## config.mk

```make
export PLATFORM = sky130hd
export DESIGN_NAME = clocked_one_shot
export DESIGN_NICKNAME = d
export VERILOG_FILES = /design/src/rtl/ic_pkg.sv /design/src/rtl/edge_detect.sv /design/src/rtl/clocked_one_shot.sv
export SDC_FILE = /design/constraint.sdc
export NUM_CORES = 1
export LEC_CHECK = 0
export BUFFER_PORTS_ARGS = -buffer_cell sky130_fd_sc_hd__buf_2
export CAP_MARGIN = 0
export CORE_AREA = 2 2 39 41
export CTS_BUF_LIST = sky130_fd_sc_hd__clkbuf_8
export CTS_CLUSTER_SIZE = 25
export DETAILED_ROUTE_END_ITERATION = 6
export DIE_AREA = 0 0 41 43
export PLACE_DENSITY = 0.43
export SYNTH_ARGS = -nofsm -noshare
export SYNTH_HDL_FRONTEND = slang
export SYNTH_SLANG_ARGS = --single-unit
export TNS_END_PERCENT = 10
```

## constraint.sdc

```tcl
create_clock -name CLK_DRV -period 4.4 [get_ports CLK_DRV]
set_clock_uncertainty 0.05 [all_clocks]
set_input_delay 0 -clock CLK_DRV [delete_from_list [all_inputs] [get_ports CLK_DRV]]
set_output_delay 0 -clock CLK_DRV [all_outputs]
set_load 0.02 [all_outputs]
```

## src/rtl/ic_pkg.sv

```systemverilog
// Shared types and helpers for discrete-IC emulation models.
// Holds the one-shot state enum, a complementary-output pair and counter sizing.
package ic_pkg;

    typedef enum logic {
        IDLE   = 1'b0,
        ACTIVE = 1'b1
    } os_state_e;

    typedef struct packed {
        logic q;
        logic q_n;
    } cmp_out_t;

    // Bits needed to hold a down-counter that starts at n-1; never zero-width.
    function automatic int cnt_width(input int n);
        return (n > 1) ? $clog2(n) : 1;
    endfunction

endpackage

```

## src/rtl/edge_detect.sv

```systemverilog
// One-bit edge detector producing single-cycle rise/fall strobes from the registered previous value.
// Latency: strobes are combinational on d against last cycle's sample; no backpressure.
// Reset loads the current input so a static level never reads as an edge after release.
module edge_detect (
    input  logic clk,
    input  logic rst,
    input  logic d,
    output logic rise,
    output logic fall
);

    logic prev_q;
    logic prev_d;

    always_comb begin
        prev_d = d;
    end

    always_ff @(posedge clk) begin
        if (rst) begin
            prev_q <= d;
        end else begin
            prev_q <= prev_d;
        end
    end

    assign rise = d & ~prev_q;
    assign fall = ~d & prev_q;

endmodule

```

## src/rtl/clocked_one_shot.sv

```systemverilog
// Synchronous 74121/9602-style one-shot: Q high for PULSE_LEN cycles from the edge sampling a trigger.
// Latency: Q/Q_N registered, one edge after the trigger is presented; no backpressure.
// Define CLOCKED_ONE_SHOT_RETRIGGER_EN for retriggerable (9602) behaviour; default is non-retriggerable (74121).
module clocked_one_shot
    import ic_pkg::*;
#(
    parameter int PULSE_LEN = 16
) (
    input  logic CLK_DRV,
    input  logic RESET,
    input  logic A_N,
    input  logic B,
    input  logic CLR_N,
    output logic Q,
    output logic Q_N
);

    localparam int              CNT_W  = cnt_width(PULSE_LEN);
    localparam logic [CNT_W-1:0] RELOAD = CNT_W'(PULSE_LEN - 1);

    logic a_rise;
    logic a_fall;
    logic b_rise;
    logic b_fall;
    logic unused_strobes;

    edge_detect u_edge_a (
        .clk  (CLK_DRV),
        .rst  (RESET),
        .d    (A_N),
        .rise (a_rise),
        .fall (a_fall)
    );

    edge_detect u_edge_b (
        .clk  (CLK_DRV),
        .rst  (RESET),
        .d    (B),
        .rise (b_rise),
        .fall (b_fall)
    );

    assign unused_strobes = a_rise | b_fall;

    os_state_e        state_q;
    os_state_e        state_d;
    logic [CNT_W-1:0] cnt_q;
    logic [CNT_W-1:0] cnt_d;
    cmp_out_t         out_q;
    cmp_out_t         out_d;
    logic             trig;
    logic             accept;

    always_comb begin
        trig    = (a_fall & B) | (b_rise & ~A_N);
`ifdef CLOCKED_ONE_SHOT_RETRIGGER_EN
        accept  = trig;
`else
        // A trigger arriving while the pulse runs, even on its last cycle, is dropped.
        accept  = trig & (state_q == IDLE);
`endif
        state_d = state_q;
        cnt_d   = cnt_q;
        if (!CLR_N) begin
            state_d = IDLE;
            cnt_d   = '0;
        end else if (accept) begin
            state_d = ACTIVE;
            cnt_d   = RELOAD;
        end else if (state_q == ACTIVE) begin
            if (cnt_q != '0) begin
                cnt_d = cnt_q - CNT_W'(1);
            end else begin
                state_d = IDLE;
            end
        end
        out_d.q   = (state_d == ACTIVE);
        out_d.q_n = (state_d != ACTIVE);
    end

    always_ff @(posedge CLK_DRV) begin
        if (RESET) begin
            state_q <= IDLE;
            cnt_q   <= '0;
            out_q   <= '{q: 1'b0, q_n: 1'b1};
        end else begin
            state_q <= state_d;
            cnt_q   <= cnt_d;
            out_q   <= out_d;
        end
    end

    assign Q   = out_q.q;
    assign Q_N = out_q.q_n;

endmodule

```

==> results of run 1 <==
[worst min-delay path, delay by kind of cell]
family	cells	cell delay [ns]
AND/OR/NAND/NOR	1	0.18
buffers and inverters	1	0.10
AO/OA/AOI/OAI	1	0.06
[worst max-delay path by stage]
stage / startpoint / endpoint / depth (start not counted)
2_1_floorplan: cnt_q[0]$_SDFFE_PP0P_ / cnt_q[1]$_SDFFE_PP0P_ / 5
6_report: cnt_q[0]$_SDFFE_PP0P_ / cnt_q[1]$_SDFFE_PP0P_ / 5
5_1_grt: cnt_q[0]$_SDFFE_PP0P_ / cnt_q[1]$_SDFFE_PP0P_ / 5
4_1_cts: cnt_q[0]$_SDFFE_PP0P_ / cnt_q[1]$_SDFFE_PP0P_ / 5
3_3_place_gp: cnt_q[0]$_SDFFE_PP0P_ / cnt_q[1]$_SDFFE_PP0P_ / 5
3_5_place_dp: cnt_q[0]$_SDFFE_PP0P_ / cnt_q[1]$_SDFFE_PP0P_ / 5
[per-layer routing]
layer  vias to the layer above  wire length [um]  global-route usage, %
li1                        140                 -                      -
met1                       122               323                  15.58
met2                         5               273                  12.19
met3                         0                34                  7.853
met4                         0                 0                  2.000
met5                         -                 0                      0
[state kept, by name (all words and copies together), names as in the netlist]
signal	cells
u_edge_b.prev_q	1
cnt_q	4
Q	1
Q_N	1
u_edge_a.prev_q	1
[area by class of cell]
type / count / area [um^2] / share of cell area (%)
clock buffer: 3 / 41.29 / 9.735
timing repair buffer: 8 / 50.05 / 11.80
inverter: 2 / 7.507 / 1.770
sequential: 8 / 160.2 / 37.76
multi-input combinational: 22 / 145.1 / 34.22
tap: 16 / 20.02 / 4.720
[where the power goes]
part           total, mW  internal (mW)  switching [mW]
registers         0.0772         0.0755         0.00161
clock network     0.0875         0.0592          0.0283
logic             0.0145        0.00739         0.00711
[stage by stage]
step	std cells	power, mW
2_1_floorplan	33	0.08713
3_3_place_gp	54	0.09067
3_5_place_dp	54	0.09153
4_1_cts	59	0.1792
5_1_grt	59	0.1913
6_report	59	0.1792
[placed cells by master (no fill, tap or decap)]
cell           count
dfxtp_1            8
buf_2              6
nand3_1            2
dlygate4sd3_1      2
ha_1               1
nand4b_1           1
nand2b_1           2
a31oi_1            3
clkbuf_8           3
inv_1              2
a21oi_1            2
a31o_1             1
mux2i_1            1
or3b_4             1
nor4b_1            1
nor2_1             2
a21o_1             2
nand2_1            3
[cells by family (layout without fill, tap and decap cells)]
family                     after synthesis  after routing  share of synthesized area (%)
adders and majority gates                1              1                          3.936
and+or+nand+nor                         12             12                          22.05
AOI/OAI and AO/OA                        8              8                          16.54
buffers and inverters                    3             13                          3.936
muxes                                    1              1                          3.150
DFF                                      8              8                          50.39
==> out/summary.txt, run 1 <==
Post-DP Area -> 362.8 um^2
Ports -> 7
Post-route setup TNS -> 0 ns
RSZ-0062 raised after global routing -> no
Sequential share of the synthesized area -> 50.39%
Fin crit share -> 34.47%
Hold Path Origin -> CLR_N
Reg clk slew, reported paths -> 0.04 ns
Synth Cell Area -> 317.8 um^2
Async set-reset flop share out of synthesis -> 0%
Synth warn -> 0
Post-CTS Setup Bufs -> 0
Peak supply drop -> 0.0002438 V
Syn-to-layout area delta -> 33.46%
Crit. End Element -> flop
Mapped Cells -> 33
Pre-CTS setup slack -> 2.881 ns
Clk_lat worst skew -> 0.23 ns
Hold crit path type -> input port to flop
Final design utilization -> 30.65%
Gpl congestion -> 0.7062
Post-synth EDFFs -> 0
GRT Util Overall -> 10.57%
Setup crit start kind -> flop
Buf/Inv on CP -> 1
Hold Path Stages -> 3
Critical R2R Capture -> cnt_q[1]$_SDFFE_PP0P_
Synth cell types -> 16
Post-synth top area share -> 50.39%
# hold bufs at CTS -> 2
Max-slew violations -> 0
Vias in the first global route -> 281
Grt ovf -> 0
Max-slew headroom -> 75.69%
Largest cells by area after synthesis -> dfxtp_1 (50%), a31oi_1 (5.9%), a21o_1 (4.7%)
CTS Buffer Depth -> 2
Drt first pass iters -> 3
Hold EP -> cnt_q[3]$_SDFFE_PP0P_
Initial antenna violation count -> 0
Die Span Y -> 43 um
Worst R2R Start -> cnt_q[0]$_SDFFE_PP0P_
Synth Net Count -> 39
Clock sink count -> 8
Fmax -> 659.3 MHz
Via Count -> 267
Syn_area_per_cell -> 9.630 um^2
Critical path's largest stage delay -> 0.43 ns
Family with the most delay on the worst path -> simple AND/OR/NAND/NOR gates
Most used DFF post-synth -> dfxtp_1
Clock root buffer master -> clkbuf_8
Most frequent cells after synthesis -> dfxtp_1 (8), a31oi_1 (3), nand2_1 (3)
DRT iter0 DRCs -> 3
Worst-path cell chain -> inv_1 > ha_1 > or3b_4 > a31o_1 > a31oi_1
Leakage power -> 0.1619 nW
Flop-to-flop setup slack -> 2.88 ns
Residual DRC count -> 0
Nets -> 51
Critical path data arrival time -> 1.62 ns
Fillers -> 151
H-tree depth -> 1
Setup-failing EPs final -> 0
Vias per Instance -> 4.525
CTS tree -> built
Worst Max-Slew Pin Slew -> 0.3596 ns
Status -> finished, final reports clean
Die ar. -> 0.001763 mm^2
Max cap viols -> 0
FP Rows -> 14
Final hold vios -> 0
Post-layout instance area -> 424.2 um^2
Most frequent cell after synthesis -> dfxtp_1
Final hold slack -> 0.1147 ns
Post-CTS Resized -> 0
Setup WS post-layout -> 2.883 ns
Post-DRT Antenna Nets -> 0
Crit path max fanout -> 4
Share of cells above drive strength 1 -> 23.26%
Reg2Reg Depth -> 5
Crit Path Class -> flop to flop
Total CTS buffers -> 3
Port Buf Inserts -> 6
Wire per inst -> 10.69 um
First-pass GRT wire length -> 1.235 mm
Width of the die -> 41 um
# diodes -> 0
Largest net degree at the start of global routing -> 10
Core region area -> 0.001384 mm^2
Power per Cell Area -> 422.4 mW/mm^2
Critical Path RT -> 4.50 ns
Synth area leader -> dfxtp_1
Final wirelength -> 631 um
Flops & latches, synth -> 8
Initial Utilization -> 22.97%
Critical-path top delay cell -> or3b_4
Fin crit period -> 1.517 ns
(Power assumes the default switching activity.)
==> inputs of run 2 (changes only) <==
--- a/config.mk
+++ b/config.mk
@@ -12,7 +12,7 @@
 export CTS_CLUSTER_SIZE = 25
 export DETAILED_ROUTE_END_ITERATION = 6
 export DIE_AREA = 0 0 41 43
-export PLACE_DENSITY = 0.43
+export PLACE_DENSITY = 0.44
 export SYNTH_ARGS = -nofsm -noshare
 export SYNTH_HDL_FRONTEND = slang
 export SYNTH_SLANG_ARGS = --single-unit
==> constraint.sdc (replaced) <==
create_clock -name CLK_DRV -period 1.3 [get_ports CLK_DRV]
set_clock_uncertainty 0.05 [all_clocks]
set_input_delay 0 -clock CLK_DRV [delete_from_list [all_inputs] [get_ports CLK_DRV]]
set_output_delay 0 -clock CLK_DRV [all_outputs]
set_load 0.02 [all_outputs]
==> run 2 against run 1 <==
  * Worst hold slack better by 0.0044 ns
  * Sequential share of layout area is 5.3 points lower
  * Non-clock buffer count is 6 higher
  * Via count is 4.9% higher
  * Total power grew to 3.5 times the previous value
  * First-iteration DRC count stayed put
  * The run now ends with setup timing left
  * Critical path depth stayed put
  * Sequential power grew to 3.4 times the previous value
  * Setup slack worse by 2.9 ns
  * Critical endpoint unchanged
  * Count of clock-buffer cells in the layout stayed put
==> out/summary.txt, run 2 (synthesis results as in run 1) <==
Flop-to-flop setup slack -> -0.05 ns
Hold Path Stages -> 3
Max-slew headroom -> 82.85%
Reg clk slew, reported paths -> 0.04 ns
Initial antenna violation count -> 0
RSZ-0062 raised after global routing -> yes
Crit. End Element -> flop
Crit path max fanout -> 4
Final wirelength -> 690 um
Buf/Inv on CP -> 1
Drt first pass iters -> 2
CTS tree -> built
Vias per Instance -> 4.308
Gpl congestion -> 0.7751
Residual DRC count -> 0
Width of the die -> 41 um
Final hold slack -> 0.1190 ns
Share of cells above drive strength 1 -> 42.86%
Clk_lat worst skew -> 0.22 ns
Post-DRT Antenna Nets -> 0
Crit Path Class -> flop to flop
Setup crit start kind -> flop
Status -> finished, violations left
Failing checks -> setup timing
Worst R2R Start -> cnt_q[1]$_SDFFE_PP0P_
Placed cells -> 60
Family with the most delay on the worst path -> simple AND/OR/NAND/NOR gates
Critical-path top delay cell -> or3b_4
Setup WS post-layout -> -0.05436 ns
Critical path's largest stage delay -> 0.39 ns
Hold Path Origin -> CLR_N
First-pass GRT wire length -> 1.207 mm
Die ar. -> 0.001763 mm^2
Ports -> 7
Commonest cells after routing, fill and taps aside -> dfxtp_1 (7), buf_2 (6), buf_4 (6)
Detailed Place HPWL -> 500.6 um
CTS Buffer Depth -> 2
Cell Count, Final, Fillers Out -> 65
Clock root buffer master -> clkbuf_8
Critical R2R Capture -> cnt_q[1]$_SDFFE_PP0P_
Final hold vios -> 0
Hold crit path type -> input port to flop
Critical path data arrival time -> 1.45 ns
Setup-failing EPs final -> 2
Via Count -> 280
Syn-to-layout area delta -> 56.69%
Hold EP -> cnt_q[0]$_SDFFE_PP0P_
Die Span Y -> 43 um
Total CTS buffers -> 3
Max-slew violations -> 0
Crit path launch -> cnt_q[1]$_SDFFE_PP0P_
Largest register by flop count -> cnt_q
Fillers -> 141
Pre-CTS setup slack -> -0.1005 ns
Max cap viols -> 0
Power per Cell Area -> 1242 mW/mm^2
Critical Path RT -> 1.40 ns
Port Buf Inserts -> 6
Clock sink count -> 8
Largest register FFs -> 4
Fin crit share -> 104.2%
Worst Max-Slew Pin Slew -> 0.2565 ns
Wire per inst -> 10.62 um
Fin crit period -> 1.354 ns
Nets -> 57
# diodes -> 0
FP Rows -> 14
Initial Utilization -> 22.97%
Peak supply drop -> 0.0007050 V
GRT Util Overall -> 10.53%
DRT iter0 DRCs -> 3
Largest net degree at the start of global routing -> 7
Fmax -> 738.4 MHz
Vias in the first global route -> 287
Worst-path cell chain -> inv_2 > ha_4 > or3b_4 > a31o_1 > a31oi_1
Commonest non-fill, non-tap cell in the layout -> dfxtp_1
Reg2Reg Depth -> 5
H-tree depth -> 1
Leakage power -> 0.1959 nW
Core region area -> 0.001384 mm^2
Grt ovf -> 0
==> run 2: changes by cell type in the layout (fill, tap and decap cells not counted), sizes merged <==
cell,change
buf,+6
==> run 2: how the worst max path moves through the flow <==
stage	endpoint	slack [ns]	cells past startpoint
2_1_floorplan	cnt_q[0]$_SDFFE_PP0P_	-0.07	5
3_3_place_gp	cnt_q[1]$_SDFFE_PP0P_	-0.07	5
5_1_grt	cnt_q[1]$_SDFFE_PP0P_	-0.13	5
6_report	cnt_q[1]$_SDFFE_PP0P_	-0.05	5
4_1_cts	cnt_q[1]$_SDFFE_PP0P_	-0.06	5
3_5_place_dp	cnt_q[1]$_SDFFE_PP0P_	-0.10	5
==> run 2: area by class of cell <==
type,instances,area [um^2],area share (%)
Sequential cell,8,161.4,32.41
Clock buffer,3,41.29,8.291
Tap cell,16,20.02,4.020
Inverter,2,7.507,1.508
Multi-Input combinational cell,22,172.7,34.67
Timing Repair Buffer,14,95.09,19.10
==> run 2: timing repair <==
action | 4_1_cts | 5_1_grt
pin swaps | 0 | 1
endpoints found under the hold margin | 2 | 0
hold buffers | 2 | 0
gates resized for setup | 2 | 2
endpoints found under the setup margin | 3 | 5
buffers inserted | 0 | 0
==> run 2: metal layers <==
metal	up-vias	part of all wire [%]	GRT usage (%)
met4	0	0	0
met1	125	47	13.14
met5	-	0	0
met3	0	4.9	7.853
li1	150	-	-
met2	5	48	15.31
==> run 2: power breakdown <==
part	switching [mW]	internal, mW
combinational	0.0287	0.0358
clock	0.0926	0.200
sequential	0.00534	0.256
==> run 2: worst reg2reg max path: cells and delay by family, from the launching register on <==
kind / cells / cell delay, ns
AND/OR/NAND/NOR: 1 / 0.39
adder cells (fa/ha/maj): 1 / 0.13
buffers and inverters: 1 / 0.07
flip-flops: 1 / 0.31
AO/OA/AOI/OAI: 2 / 0.32
==> run 2: per-stage QoR <==
| step | utilization (%) | total power, mW | TNS [ns] | cell area, um^2 |
|---|---|---|---|---|
| 6_report | 35.99 | 0.6185 | -0.1083 | 498.0 |
| 5_1_grt | 35.99 | 0.6526 | -0.3636 | 498.0 |
| 4_1_cts | 35.26 | 0.6174 | -0.1237 | 488.0 |
| 3_5_place_dp | 30.11 | 0.3205 | -0.2002 | 416.7 |
| 3_3_place_gp | 30.11 | 0.3176 | -0.1386 | 416.7 |
| 2_1_floorplan | - | 0.2964 | -0.1075 | 326.6 |
